--- config.mk ---
export PLATFORM = sky130hd
export DESIGN_NAME = auto_turn_seq_flat
export DESIGN_NICKNAME = d
export VERILOG_FILES = /design/src/rtl/auto_turn_seq_if.sv /design/src/rtl/auto_turn_seq.sv /design/src/flat_wrapper.sv
export SDC_FILE = /design/constraint.sdc
export NUM_CORES = 1
export LEC_CHECK = 0
export BUFFER_PORTS_ARGS = -buffer_cell sky130_fd_sc_hd__buf_4
export CORE_MARGIN = 2
export CORE_UTILIZATION = 59
export CTS_CLUSTER_DIAMETER = 40
export DETAILED_ROUTE_END_ITERATION = 16
export PLACE_DENSITY = 0.8
export SETUP_SLACK_MARGIN = 0.02
export SKIP_LAST_GASP = 1
export SLEW_MARGIN = 10
export SYNTH_ARGS = -nofsm -noshare
export SYNTH_HDL_FRONTEND = slang
export SYNTH_SLANG_ARGS = --single-unit
--- constraint.sdc ---
create_clock -name sys_clk -period 4.4 [get_ports sys_clk]
set_input_delay 0.88 -clock sys_clk [delete_from_list [all_inputs] [get_ports sys_clk]]
set_output_delay 0.88 -clock sys_clk [all_outputs]
set_load 0.005 [all_outputs]
--- src/rtl/auto_turn_seq_if.sv ---
// Command/handshake bundle between the semi-auto driving FSM and auto_turn_seq.
// master drives the requests; slave is the sequencer.
interface auto_turn_seq_if;
  logic tick_ms;
  logic start;
  logic dir;
  logic abort;
  logic turn_l;
  logic turn_r;
  logic move_fwd;
  logic busy;
  logic finish;

  modport master (
    output tick_ms, start, dir, abort,
    input  turn_l, turn_r, move_fwd, busy, finish
  );

  modport slave (
    input  tick_ms, start, dir, abort,
    output turn_l, turn_r, move_fwd, busy, finish
  );
endinterface

--- src/rtl/auto_turn_seq.sv ---
// Timed turn sequencer: TURN for TURN_MS ticks, optional forward CRAWL, one-cycle DONE.
// Define AUTO_TURN_CRAWL_EN to include the CRAWL phase; otherwise TURN expiry goes to DONE.
module auto_turn_seq #(
  parameter int unsigned TURN_MS  = 900,
  parameter int unsigned CRAWL_MS = 300
) (
  input logic            sys_clk,
  input logic            rst,
  auto_turn_seq_if.slave bus
);

  if (TURN_MS < 1 || TURN_MS > 65535) begin : g_bad_turn_ms
    $error("auto_turn_seq: TURN_MS out of range 1..65535");
  end
  if (CRAWL_MS < 1 || CRAWL_MS > 65535) begin : g_bad_crawl_ms
    $error("auto_turn_seq: CRAWL_MS out of range 1..65535");
  end

  localparam logic [1:0] StIdle  = 2'd0;
  localparam logic [1:0] StTurn  = 2'd1;
  localparam logic [1:0] StDone  = 2'd3;
  localparam logic [15:0] TurnLast = 16'(TURN_MS - 1);
`ifdef AUTO_TURN_CRAWL_EN
  localparam logic [1:0] StCrawl = 2'd2;
  localparam logic [15:0] CrawlLast = 16'(CRAWL_MS - 1);
`endif

  logic [1:0]  state_q, state_d;
  logic [15:0] cnt_q, cnt_d;
  logic        dir_q, dir_d;

  always_ff @(posedge sys_clk or negedge rst) begin
    if (!rst) begin
      state_q <= StIdle;
      cnt_q   <= 16'd0;
      dir_q   <= 1'b0;
    end else begin
      state_q <= state_d;
      cnt_q   <= cnt_d;
      dir_q   <= dir_d;
    end
  end

  always_comb begin
    state_d = state_q;
    cnt_d   = cnt_q;
    dir_d   = dir_q;
    // abort wins over start and over counter expiry
    if (bus.abort) begin
      state_d = StIdle;
      cnt_d   = 16'd0;
    end else begin
      case (state_q)
        StIdle: begin
          if (bus.start) begin
            dir_d   = bus.dir;
            cnt_d   = 16'd0;
            state_d = StTurn;
          end
        end
        StTurn: begin
          if (bus.tick_ms) begin
            if (cnt_q == TurnLast) begin
              cnt_d   = 16'd0;
`ifdef AUTO_TURN_CRAWL_EN
              state_d = StCrawl;
`else
              state_d = StDone;
`endif
            end else begin
              cnt_d = cnt_q + 16'd1;
            end
          end
        end
`ifdef AUTO_TURN_CRAWL_EN
        StCrawl: begin
          if (bus.tick_ms) begin
            if (cnt_q == CrawlLast) begin
              cnt_d   = 16'd0;
              state_d = StDone;
            end else begin
              cnt_d = cnt_q + 16'd1;
            end
          end
        end
`endif
        StDone: begin
          cnt_d   = 16'd0;
          state_d = StIdle;
        end
        default: begin
          cnt_d   = 16'd0;
          state_d = StIdle;
        end
      endcase
    end
  end

  // Moore outputs: decoded from registered state only
  assign bus.turn_l = (state_q == StTurn) & ~dir_q;
  assign bus.turn_r = (state_q == StTurn) & dir_q;
`ifdef AUTO_TURN_CRAWL_EN
  assign bus.move_fwd = (state_q == StCrawl);
`else
  assign bus.move_fwd = 1'b0;
`endif
  assign bus.finish = (state_q == StDone);
  assign bus.busy   = (state_q != StIdle);

endmodule

--- src/flat_wrapper.sv ---
// flat-port wrapper written by rule: the top's interface ports become plain ports
module auto_turn_seq_flat 
#(
  parameter int unsigned TURN_MS  = 900,
  parameter int unsigned CRAWL_MS = 300
)
  (sys_clk, rst, bus_tick_ms, bus_start, bus_dir, bus_abort, bus_turn_l, bus_turn_r, bus_move_fwd, bus_busy, bus_finish);
  auto_turn_seq_if bus_i ();
  input logic sys_clk;
  input logic rst;
  input wire logic [$bits(bus_i.tick_ms)-1:0] bus_tick_ms;
  input wire logic [$bits(bus_i.start)-1:0] bus_start;
  input wire logic [$bits(bus_i.dir)-1:0] bus_dir;
  input wire logic [$bits(bus_i.abort)-1:0] bus_abort;
  output wire logic [$bits(bus_i.turn_l)-1:0] bus_turn_l;
  output wire logic [$bits(bus_i.turn_r)-1:0] bus_turn_r;
  output wire logic [$bits(bus_i.move_fwd)-1:0] bus_move_fwd;
  output wire logic [$bits(bus_i.busy)-1:0] bus_busy;
  output wire logic [$bits(bus_i.finish)-1:0] bus_finish;
  assign bus_i.tick_ms = bus_tick_ms;
  assign bus_i.start = bus_start;
  assign bus_i.dir = bus_dir;
  assign bus_i.abort = bus_abort;
  assign bus_turn_l = bus_i.turn_l;
  assign bus_turn_r = bus_i.turn_r;
  assign bus_move_fwd = bus_i.move_fwd;
  assign bus_busy = bus_i.busy;
  assign bus_finish = bus_i.finish;
  auto_turn_seq #(.TURN_MS(TURN_MS), .CRAWL_MS(CRAWL_MS)) u_core (.sys_clk(sys_clk), .rst(rst), .bus(bus_i));
endmodule
==> key figures <==
Outcome
  • Outcome: finished, final reports clean

Pwr
  • Worst VDD drop: 153 µV
  • Leakage: 0.499 nW
  • Final Total Pwr: 0.305 mW
  • PD cells: 255 nW/µm²

Placement
  • HPWL after DPL: 1.65 mm
  • Pre-CTS WS: 2.16 ns
  • Port Buffers: 9
  • Placer Congestion: 0.853
  • Placed insts: 145
  • Placed Area: 1170 µm²

Worst setup path
  • Critical Path Fanout Max: 18
  • R2R cell count: 5
  • WP depth: 5
  • CP max stage delay: 0.62 ns
  • Most used cell, CP: a21oi_1
  • Reg-to-Reg Start: u_core.cnt_q[0]$_DFFE_PN0P_
  • Crit path DAT: 2.50 ns
  • Setup crit end: u_core.cnt_q[11]$_DFFE_PN0P_
  • R2r setup slk: 2.06 ns
  • CP max-delay cell: nand4_1
  • Worst Setup Start Kind: flip-flop
  • Crit-path leading delay family: simple AND/OR/NAND/NOR gates
  • Worst EP required: 4.57 ns
  • Worst Setup SP: u_core.cnt_q[0]$_DFFE_PN0P_
  • Setup CP Type: reg2reg
  • R2r endpoint: u_core.cnt_q[11]$_DFFE_PN0P_
  • CP endpoint kind: flip-flop
  • Cell-by-cell trace of the critical path: ha_1, nor4b_1, nand4_1, a21oi_1, a21oi_1
  • CP bufs+invs: 0

Floorplanning
  • Row cnt: 15
  • Core Box Area: 1730 µm²
  • Initial core utilization: 63.4%
  • IO Pins: 11
  • Die Footprint: 2220 µm²
  • Die width: 47.1 µm
  • Chip height: 47.1 µm

CTS
  • CTS Hold Bufs: 0
  • # clock sinks: 19
  • Root Driver: clkbuf_4
  • Worst-path clk slew: 0.11 ns
  • Clk buf depth: 2
  • CTS tree: built
  • # resized after CTS: 0
  • Clk_lat worst skew: 0.29 ns
  • # Post-CTS Setup Buffers: 0
  • Total CTS buffers: 3
  • # H-tree levels: 1

Timing
  • Final worst setup slack: 2.06 ns
  • Max Clock Freq: 0.428 GHz
  • Total negative setup slack: 0 ns
  • Fin. max-slew vios: 0
  • RSZ-0062 raised after global routing: no
  • Hold slack: 0.434 ns
  • Final Hold Fails: 0
  • Worst Tran Pin Value: 0.728 ns
  • Rel. slew slack: 51.3%
  • Final setup violating endpoints: 0
  • Tcrit/Tclk final: 53.1%
  • Layout Skew: 0.00329 ns
  • Post-layout min period: 2.34 ns

Cells and area
  • Layout Cells excl Fill: 149
  • Fin util: 69.3%
  • P&R area growth vs syn: 9.26%
  • Final instance area: 1200 µm²
  • Fin nets: 132
  • Layout cell share with drive strength beyond 1: 16.9%
  • Ant diodes: 0

Route
  • Metal-1 WL: 1.07 mm
  • DR vias: 1010
  • WL/cell: 16.6 µm
  • Highest metal used: met4
  • Final wirelength: 2.48 mm
  • Vias per inst: 6.78
  • DR pass1 iterations: 5
  • DRC Markers: 0
  • Met2 WL: 1.15 mm
  • Post-route ant nets: 0
  • WL met3: 187 µm
  • DRT iter0 DRCs: 43

Synth
  • Synth cell types: 36
  • Yosys warnings: 0
  • Synth Register Bits: 19
  • Synth area leaders: dfrtp_1 (43%), a31oi_1 (8.6%), and3_1 (4.0%), a21oi_1 (3.7%), nand3_1 (3.7%)
  • Syn_area_per_cell: 9.44 µm²
  • Number of synthesized flops with an enable pin: 0
  • Ys async rst share: 100%
  • Synth area leader: dfrtp_1
  • Synthesized instance count: 116
  • Post-synth top area share: 43.4%
  • Seq/Total Area, Yosys: 43.4%
  • Post-Syn Nets: 123
  • Netlist Area Pre-Place: 1090 µm²
  • Post-synth top flop: dfrtp_1

Global routing
  • Largest net degree at the start of global routing: 20
  • Vias in the first global route: 870
  • Initial antenna violation count: 0
  • First-pass GRT wire length: 4.17 mm
  • Global Route Usage Sum: 26.6%
  • Global route overflow: 0

Run
  • Number of max-cap violations: 0

Hold path
  • Min-delay worst type: in2async
## flip-flops by register name (all words and copies together), names as in the netlist
signal,count
u_core.dir_q,1
u_core.state_q,2
u_core.cnt_q,16
## worst min-delay path by stage
stage                                   endpoint  slack (ns)  cells past startpoint
floorplan           u_core.cnt_q[14]$_DFFE_PN0P_        0.47                      1
global placement     u_core.cnt_q[0]$_DFFE_PN0P_        0.51                      1
detailed placement  u_core.cnt_q[14]$_DFFE_PN0P_        0.52                      1
CTS                  u_core.cnt_q[5]$_DFFE_PN0P_        0.44                      1
global route         u_core.cnt_q[8]$_DFFE_PN0P_        0.44                      1
finish               u_core.cnt_q[5]$_DFFE_PN0P_        0.43                      1
## kinds of logic after synthesis
family | Yosys count | synth area share, %
simple gates | 52 | 29.3
compound gates | 35 | 21.4
flops | 19 | 43.4
buf+inv | 6 | 2.51
mux | 2 | 1.94
fa+ha+maj | 1 | 1.14
other cells | 1 | 0.343
## worst register-to-register path: stages (launching register included)
cell and delay (ns):
dfrtp_1 0.44, ha_1 0.22, nor4b_1 0.23, nand4_1 0.62, a21oi_1 0.62, a21oi_1 0.09
## Yosys cell counts, types with 2 or more instances
cell type / number
dfrtp_1: 19
a31oi_1: 15
nand2_1: 9
a21oi_1: 8
nand3_1: 8
and3_1: 7
nand3b_1: 4
nor2_1: 4
o31ai_1: 4
or4_1: 4
clkbuf_1: 3
o211ai_1: 3
and2_2: 2
nand4_1: 2
nor4_1: 2
or2_2: 2
## report_power, final
part	switching, mW	total, mW	internal, mW
combinational	0.0186	0.0345	0.0160
clock	0.0530	0.0883	0.0353
sequential	0.00396	0.182	0.178
## final cells by class
cell class	instances	area, µm²
clock buffer	4	26.3
fill	144	531
inverter	1	3.75
multi-input combinational	91	592
sequential	19	475
tap	25	31.3
timing repair buffer	9	67.6
## metal layers
metal  up-vias  track usage [%]
li1        471                -
met1       468             38.2
met2        59             41.6
met3        12             3.46
met4         0             8.89
met5         -                0
## cells in the final DEF (no fill, tap or decap), drive strengths merged, types with 2 or more instances in the layout
cell and n:
o21ai 2, nor4 2, nor2 4, or4 4
nand2 9, buf 9, o31ai 4, nand3b 4
nand3 8, clkbuf 4, a31oi 15, nand4 2
o211ai 3, a21oi 8, and3 8, or2 2
and2 2, dfrtp 19
(Power assumes the default switching activity.)
